$ cat config.mk
export PLATFORM = sky130hd
export DESIGN_NAME = shared_reg_initiator
export DESIGN_NICKNAME = d
export VERILOG_FILES = /design/src/rtl/shared_reg_initiator.sv
export SDC_FILE = /design/constraint.sdc
export NUM_CORES = 1
export LEC_CHECK = 0
export CORE_MARGIN = 1
export CORE_UTILIZATION = 40
export DETAILED_ROUTE_END_ITERATION = 12
export HOLD_SLACK_MARGIN = 0.12
export PLACE_DENSITY = 0.77
export RECOVER_POWER = 100
export SYNTH_ARGS = -nofsm -noshare
export SYNTH_HDL_FRONTEND = slang
export SYNTH_SLANG_ARGS = --single-unit
$ cat constraint.sdc
create_clock -name clk -period 6.1 [get_ports clk]
set_clock_uncertainty 0.05 [all_clocks]
set_input_delay 0.61 -clock clk [delete_from_list [all_inputs] [get_ports clk]]
set_output_delay 0.61 -clock clk [all_outputs]
set_load 0.02 [all_outputs]
$ cat src/rtl/shared_reg_initiator.sv
// GP-core requester for the shared register file: turns single core commands into
// timed en/we/addr/wdata drives and retries with backoff when RT collides.
module shared_reg_initiator #(
    parameter int unsigned MAX_RETRY = 4,
    parameter int unsigned BACKOFF   = 1,
    parameter int unsigned STAT_W    = 16
) (
    input  logic              clk,
    input  logic              rst_n,
    input  logic              cmd_valid,
    output logic              cmd_ready,
    input  logic [1:0]        cmd_op,
    input  logic [2:0]        cmd_addr,
    input  logic [31:0]       cmd_wdata,
    output logic              rsp_valid,
    input  logic              rsp_ready,
    output logic [31:0]       rsp_data,
    output logic              rsp_err,
    output logic              srf_en,
    output logic              srf_we,
    output logic [2:0]        srf_addr,
    output logic [31:0]       srf_wdata,
    input  logic [31:0]       srf_rdata,
    input  logic              srf_collision,
    output logic [STAT_W-1:0] retry_total
);

    localparam int unsigned RcW = (MAX_RETRY < 2) ? 1 : $clog2(MAX_RETRY + 1);
    localparam int unsigned BoW = (BACKOFF < 2) ? 1 : $clog2(BACKOFF + 1);

    localparam logic [1:0] OpRead     = 2'b00;
    localparam logic [1:0] OpWrite    = 2'b01;
    localparam logic [1:0] OpFetchAdd = 2'b11;

    typedef enum logic [2:0] {StIdle, StRd, StWr, StBackoff, StResp} state_e;

    state_e             state_q, state_d;
    logic [1:0]         op_q, op_d;
    logic [2:0]         addr_q, addr_d;
    logic [31:0]        wdata_q, wdata_d;
    logic [31:0]        old_q, old_d;
    logic [RcW-1:0]     retry_cnt_q, retry_cnt_d;
    logic [BoW-1:0]     backoff_cnt_q, backoff_cnt_d;
    logic [31:0]        rsp_data_q, rsp_data_d;
    logic               rsp_err_q, rsp_err_d;
    logic [STAT_W-1:0]  retry_total_q, retry_total_d;
    logic               retry;
    state_e             first_phase;

    always_ff @(posedge clk or negedge rst_n) begin
        if (!rst_n) begin
            state_q       <= StIdle;
            op_q          <= '0;
            addr_q        <= '0;
            wdata_q       <= '0;
            old_q         <= '0;
            retry_cnt_q   <= '0;
            backoff_cnt_q <= '0;
            rsp_data_q    <= '0;
            rsp_err_q     <= 1'b0;
            retry_total_q <= '0;
        end else begin
            state_q       <= state_d;
            op_q          <= op_d;
            addr_q        <= addr_d;
            wdata_q       <= wdata_d;
            old_q         <= old_d;
            retry_cnt_q   <= retry_cnt_d;
            backoff_cnt_q <= backoff_cnt_d;
            rsp_data_q    <= rsp_data_d;
            rsp_err_q     <= rsp_err_d;
            retry_total_q <= retry_total_d;
        end
    end

    // An RMW always restarts from the read so a stale old value is never reused.
    assign first_phase = (op_q == OpWrite) ? StWr : StRd;

    always_comb begin
        state_d       = state_q;
        op_d          = op_q;
        addr_d        = addr_q;
        wdata_d       = wdata_q;
        old_d         = old_q;
        retry_cnt_d   = retry_cnt_q;
        backoff_cnt_d = backoff_cnt_q;
        rsp_data_d    = rsp_data_q;
        rsp_err_d     = rsp_err_q;
        retry_total_d = retry_total_q;
        retry         = 1'b0;

        case (state_q)
            StIdle: begin
                if (cmd_valid) begin
                    op_d        = cmd_op;
                    addr_d      = cmd_addr;
                    wdata_d     = cmd_wdata;
                    retry_cnt_d = '0;
                    state_d     = (cmd_op == OpWrite) ? StWr : StRd;
                end
            end
            StRd: begin
                if (srf_collision) begin
                    retry = 1'b1;
                end else begin
                    old_d = srf_rdata;
                    if (op_q == OpRead) begin
                        rsp_data_d = srf_rdata;
                        rsp_err_d  = 1'b0;
                        state_d    = StResp;
                    end else begin
                        state_d = StWr;
                    end
                end
            end
            StWr: begin
                if (srf_collision) begin
                    retry = 1'b1;
                end else begin
                    rsp_data_d = (op_q == OpWrite) ? wdata_q : old_q;
                    rsp_err_d  = 1'b0;
                    state_d    = StResp;
                end
            end
            StBackoff: begin
                if (backoff_cnt_q == '0) begin
                    state_d = first_phase;
                end else begin
                    backoff_cnt_d = backoff_cnt_q - 1'b1;
                end
            end
            StResp: begin
                if (rsp_ready) begin
                    state_d   = StIdle;
                    rsp_err_d = 1'b0;
                end
            end
            default: state_d = StIdle;
        endcase

        if (retry) begin
            if (retry_cnt_q == RcW'(MAX_RETRY)) begin
                rsp_err_d  = 1'b1;
                rsp_data_d = '0;
                state_d    = StResp;
            end else begin
                retry_cnt_d = retry_cnt_q + 1'b1;
                if (retry_total_q != '1) begin
                    retry_total_d = retry_total_q + 1'b1;
                end
                if (BACKOFF == 0) begin
                    state_d = first_phase;
                end else begin
                    backoff_cnt_d = BoW'(BACKOFF - 1);
                    state_d       = StBackoff;
                end
            end
        end
    end

    // File drives decode straight from state so an async reset drops them at once.
    always_comb begin
        cmd_ready = (state_q == StIdle);
        rsp_valid = (state_q == StResp);
        srf_en    = 1'b0;
        srf_we    = 1'b0;
        srf_addr  = '0;
        srf_wdata = '0;
        case (state_q)
            StRd: begin
                srf_en   = 1'b1;
                srf_addr = addr_q;
            end
            StWr: begin
                srf_en    = 1'b1;
                srf_we    = 1'b1;
                srf_addr  = addr_q;
                srf_wdata = (op_q == OpFetchAdd) ? (old_q + wdata_q) : wdata_q;
            end
            default: ;
        endcase
    end

    assign rsp_data    = rsp_data_q;
    assign rsp_err     = rsp_err_q;
    assign retry_total = retry_total_q;

endmodule

==> flow_metrics.tcl, run 1 <==
set metrics [dict create \
    cts_root_buf "clkbuf_16" \
    clock_path_buffers 2 \
    multi_input_area_um2 4290 \
    grt_pass1_wl_um 37700 \
    coreArea_um2 18800 \
    irDropWorstVdd_v 0.000315 \
    die_x_um 141 \
    finalNetCount 1096 \
    pwr-share-clk_pct 17.3 \
    tns_ns 0 \
    fillCellCount 1673 \
    p_comb_share_pct 57.2 \
    die_y_um 141 \
    drt_wl_total_um 22900 \
    async_reset_ff_share_pct 100 \
    yosys_most_used_dff "dfrtp_1" \
    setup_viol 0 \
    drc_errors 0 \
    hp-start "addr_q[0]$_DFFE_PN0P_" \
    diodes 0 \
    initial_core_util_pct 41.1 \
    holdPathStages 2 \
    drtAntennaViolNets 0 \
    ys_types 71 \
    rrSetupSlack_ns 1.40 \
    grt_max_degree 69 \
    grt_pass1_vias 7166 \
    fin_crit_ns 4.88 \
    rr_worst_depth 7 \
    final_max_slew_viol_count 191 \
    htree_levels 4 \
    synth_top_family_by_area "simple AND/OR/NAND/NOR gates" \
    yosys.area_share.simple_pct 19.3 \
    whs_endpoint "addr_q[0]$_DFFE_PN0P_" \
    wire_per_inst_um 18.2 \
    power_switching_uw 2730 \
    path_class "in -> reg" \
    tightest_slew_ns 3.82 \
    worst_setup_path_start_kind "input pin" \
    yosysWarnings 0 \
    ios 162 \
    cp.arrival_ns 5.15 \
    cts_tree "done" \
    vias 7139 \
    power_uw 6050 \
    place_ws_ns 2.17 \
    ys_ff_latch 125 \
    dr.pass1.iters 7 \
    relSlewSlack_pct -155 \
    dieArea_um2 19900 \
    synthXorXnorAreaFrac_pct 3.51 \
    postCtsSetupBuffers 0 \
    vias_per_cell 5.67 \
    finalNonFillerCells 1260 \
    end_kind "flop" \
    hpwlAfterDp_um 15900 \
    clock-sinks 125 \
    postSynthAreaPerCell_um2 9.13 \
    synth_compound_area_share_pct 17.7 \
    area_growth_pct 30.4 \
    p_sw_share_pct 45.2 \
    rr_startpoint "state_q[1]$_DFFE_PN0P_" \
    fmax_ghz 0.205 \
    cp.required_ns 6.37 \
    violations "capacitance limit, slew limit" \
    antenna_found_initial 0 \
    place_inst 1228 \
    cts-buffers-inserted 17 \
    hold_viol_final 0 \
    drt-initial-drc-count 714 \
    synthesis.area_um2 7730 \
    rows 50 \
    p_seq_share_pct 25.5 \
    port_buffers 161 \
    place_congestion 0.903 \
    cp_max_fo 34 \
    intPower_uw 3320 \
    path_clk_slew_ns 0.06 \
    maxCapViolations 5 \
    synthMuxAreaShare_pct 9.69 \
    r2r-end "rsp_data[11]$_DFF_PN0_" \
    synth_nets 956 \
    clkLatencyLatePin_ns 0.42 \
    syn_inst 847 \
    status "complete, but fails checks" \
    cts_resized 0 \
    synthAdderAreaFrac_pct 5.76 \
    grt-ovfl-total 0 \
    ys_seq_area_share_pct 40.5 \
    leakage_uw 0.00466 \
    finalCritPeriodShare_pct 80.1 \
    p_per_area_nw_per_um2 600 \
    rsz0062_at_grt "no" \
    seqCellArea_um2 3130 \
    hold_path_class "reg -> reg" \
    postCtsHoldBufs 0 \
    drive_above_1_share_pct 11.0 \
    timing.final.ws_setup_ns 1.22 \
    synth_edf_count 0 \
    grt_use_total_pct 24.1 \
]
==> worst max-delay path, cell delays in order <==
cell	delay, ns
dlygate4sd3_1	0.66
nor3_1	0.23
clkbuf_1	1.52
nor3b_1	1.31
buf_4	0.49
a222oi_1	0.17
nor2_1	0.15
==> cell type report <==
cell class / instances / area share (%)
clock buffer: 19 / 4.39
clock inverter: 13 / 1.65
inverter: 18 / 0.670
multi-input combinational: 654 / 42.5
sequential: 125 / 31.0
tap: 260 / 3.23
timing repair buffer: 171 / 16.6
==> cells by family after synthesis <==
family / after synthesis
simple gates: 333
compound gates: 188
flops: 125
buf+inv: 68
mux: 67
fa+ha+maj: 35
xor+xnor: 31
==> worst max-delay path by stage <==
stage,from,to
after global routing,srf_collision,rsp_data[11]$_DFF_PN0_
after floorplan,wdata_q[0]$_DFFE_PN0P_,srf_wdata[20]
after CTS,wdata_q[0]$_DFFE_PN0P_,srf_wdata[24]
final,srf_collision,rsp_data[11]$_DFF_PN0_
after global placement,wdata_q[0]$_DFFE_PN0P_,srf_wdata[24]
after detailed placement,wdata_q[0]$_DFFE_PN0P_,srf_wdata[24]
==> power groups by stage <==
stage                     sequential [µW]  combinational [µW]  clock [µW]
after floorplan                      1570                2380           0
after global placement               1530                3450           0
after detailed placement             1550                3500           0
after CTS                            1550                3540        1060
after global routing                 1590                3820        1110
final                                1540                3460        1050
==> registers in the layout (all words and copies together), names as in the netlist, named ones only <==
signal         count
old_q             32
rsp_data          32
wdata_q           32
retry_total       16
addr_q             3
state_q            3
op_q               2
retry_cnt_q        2
backoff_cnt_q      1
rsp_err            1
==> layer usage <==
metal,vias up,global-route usage (%),wire length (µm)
li1,3341,-,-
met1,3473,32.0,10100
met2,302,38.6,10600
met3,23,6.18,1840
met4,0,7.67,353
met5,-,0,0
==> synth_stat cells, types with 5 or more instances <==
library cell	number	area share, %
xor2_1	13	1.5
a222oi_1	32	4.1
and2_1	9	0.73
a31oi_1	6	0.49
o21bai_1	5	0.49
nand4_1	13	1.1
nor2_1	60	2.9
nand2_1	182	8.8
a211oi_1	5	0.49
dfrtp_1	125	40
o211ai_1	6	0.58
xnor2_1	18	2.0
mux2_2	63	9.2
inv_1	17	0.83
and3_1	11	0.89
buf_2	7	0.45
o21ai_0	34	2.2
clkbuf_1	40	1.9
ha_1	34	5.5
a21o_1	15	1.5
a21oi_1	41	2.7
nand3_1	17	1.1
nor3_1	14	0.91
==> per-stage QoR <==
step | hold WS [ns] | utilization (%) | instance area (µm²)
floorplan | 0.264 | - | 7730
global placement | 0.406 | 50.7 | 9550
detailed placement | 0.411 | 50.7 | 9550
CTS | 0.284 | 54.0 | 10200
global route | 0.466 | 53.6 | 10100
finish | 0.422 | 53.6 | 10100
==> layout by cell type (no fill, tap or decap), drive strengths merged, types with 4 or more instances in the layout <==
cell type	synthesis	final
nand2	182	182
buf	10	7
nand4	13	13
a31oi	7	7
xnor2	18	18
o31ai	4	4
ha	34	34
and2	9	9
clkinv	0	6
mux2i	4	4
and3	11	11
dfrtp	125	125
dlygate4sd3	0	87
o21ai	36	36
nand3b	4	4
xor2	13	13
o211ai	7	7
inv	18	19
nand3	18	18
a21oi	42	42
a222oi	32	32
and4	4	4
mux2	63	63
nor3	15	15
nand2b	5	5
o21bai	5	5
a211oi	5	5
a41oi	4	4
a21o	15	15
nor2	60	60
clkdlybuf4s50	0	73
o21a	4	4
clkbuf	40	23
No activity file was read; power rests on OpenSTA's default activity.
==> run 2, diff against run 1 <==
Settings changed: PLACE_DENSITY 0.77 to 0.8.
Clock period 6.1 ns to 4.2 ns, I/O delays scaled along.
==> run 2 against run 1 <==
Compared with the run above:
- the flow still finishes with violations (capacitance limit, slew limit)
- clock power is 54% higher
- worst setup slack got worse by 1.1 ns
- sequential share of layout area shrank 0.28 points
- utilization grew 0.49 points
- global-route usage grew 0.49 points
- cell area is 0.92% higher
- register-to-register slack worse by 0.80 ns
- power is 48% higher
- sequential power grew 46%
- critical path type is now reg -> out
- largest cell class unchanged
==> flow_metrics.tcl, run 2 (synthesized netlist as in run 1, its figures left out) <==
set metrics [dict create \
    status "complete, but fails checks" \
    violations "capacitance limit, slew limit" \
    cp.arrival_ns 3.58 \
    finalNetCount 1105 \
    port_buffers 161 \
    p_per_area_nw_per_um2 883 \
    drive_above_1_share_pct 12.1 \
    clock_path_buffers 2 \
    diodes 0 \
    die_y_um 141 \
    final_util_pct 54.0 \
    cts_root_buf "clkbuf_16" \
    drt-initial-drc-count 692 \
    rsz0062_at_grt "no" \
    path_clk_slew_ns 0.06 \
    dieArea_um2 19900 \
    ios 162 \
    worst_setup_path_start_kind "flop" \
    finalNonFillerCells 1269 \
    fmax_ghz 0.247 \
    hold_viol_final 0 \
    layout_commonest_cell "nand2_1" \
    maxCapViolations 5 \
    vias_per_cell 5.62 \
    power_uw 8980 \
    vias 7135 \
    antenna_found_initial 0 \
    irDropWorstVdd_v 0.000414 \
    grt_pass1_wl_um 38100 \
    leakage_uw 0.00470 \
    grt-ovfl-total 0 \
    initial_core_util_pct 41.1 \
    cp_max_fo 6 \
    cts-buffers-inserted 17 \
    clkLatencyLatePin_ns 0.43 \
    tns_ns 0 \
    wire_per_inst_um 18.8 \
    tightest_slew_ns 2.06 \
    hold_path_class "reg -> reg" \
    path_class "reg -> out" \
    rows 50 \
    cp.required_ns 3.73 \
    drtAntennaViolNets 0 \
    hpwlAfterDp_um 16300 \
    drc_errors 0 \
    final_cell_mix "182 x nand2_1, 125 x dfrtp_1, 79 x clkdlybuf4s50_1, 75 x dlygate4sd3_1, 62 x mux2_2" \
    die_x_um 141 \
    place_congestion 0.886 \
    grt_max_degree 65 \
    grt_pass1_vias 7154 \
    dr.pass1.iters 8 \
    place_inst 1235 \
    relSlewSlack_pct -37.6 \
    cts_tree "done" \
    setup_viol 0 \
    grt_use_total_pct 24.6 \
    area_growth_pct 31.6 \
    htree_levels 4 \
    final_max_slew_viol_count 233 \
    coreArea_um2 18800 \
    fin_crit_ns 4.05 \
    clock-sinks 125 \
    drt_wl_total_um 23800 \
    finalCritPeriodShare_pct 96.4 \
    holdWs_ns 0.418 \
    end_kind "primary output" \
]
==> run 2: cell count changes in the layout (fill, tap and decap cells not counted), moves of 2 or more <==
cell,delta
buf_4,+5
inv_6,+4
clkbuf_2,+2
clkbuf_1,+4
dlymetal6s2s_1,+2
dlygate4sd3_1,-12
clkinv_4,-3
clkdlybuf4s50_1,+6
clkinv_2,-2
==> run 2: where the power goes <==
part	internal [µW]	switching, µW
clock network	1010	617
registers	1740	507
logic	2160	2950
==> run 2: layout make-up <==
class                   instances  area (µm²)
clock buffers                  18         429
well taps                     260         325
fillers                      1690        8650
clock inverters                14         206
flip-flops and latches        125        3130
inverters                      18        67.6
multi-input cells             654        4310
repair buffers                180        1710
==> run 2: worst paths after layout <==
kind                                         start                     end  slack (ns)  cells after the start
setup reg to reg            state_q[1]$_DFFE_PN0P_  rsp_data[17]$_DFF_PN0_        0.60                      6
setup / recovery           wdata_q[10]$_DFFE_PN0P_           srf_wdata[23]        0.15                      9
min in group asynchronous                    rst_n   addr_q[0]$_DFFE_PN0P_        0.87                      2
hold reg to reg              addr_q[0]$_DFFE_PN0P_   addr_q[0]$_DFFE_PN0P_        0.42                      2
max in group asynchronous                    rst_n  rsp_data[11]$_DFF_PN0_        0.93                      3
hold / removal               addr_q[0]$_DFFE_PN0P_   addr_q[0]$_DFFE_PN0P_        0.42                      2
==> run 2: critical path: stages (launching register included) <==
cell	delay [ns]
dfrtp_1	0.41
ha_1	0.39
a21o_1	0.25
a221o_1	0.27
nor3_1	0.22
a21oi_1	0.19
a221oi_1	0.45
xor2_1	0.11
o21ai_0	0.21
clkdlybuf4s50_1	0.65
==> run 2: metal layers <==
layer / part of all wire [%] / global-route usage [%] / vias up
li1: - / - / 3367
met1: 43 / 31.8 / 3460
met2: 47 / 40.0 / 270
met3: 7.8 / 6.35 / 38
met4: 2.0 / 8.41 / 0
met5: 0 / 0 / -
==> run 2: timing repair <==
item | 4_1_cts | 5_1_grt
setup endpoints to repair | 1 | 11
hold buffers | 1 | 0
resized for setup | 1 | 10
endpoints found under the hold margin | 61 | 0
buffers inserted | 0 | 1
pin swaps | 0 | 1
==> run 2: stage by stage <==
step / cell area [µm²] / setup slack (ns)
global route: 10200 / 0.0180
detailed placement: 9620 / 0.449
floorplan: 7730 / 1.05
CTS: 10300 / 0.00774
finish: 10200 / 0.153
global placement: 9620 / 0.496
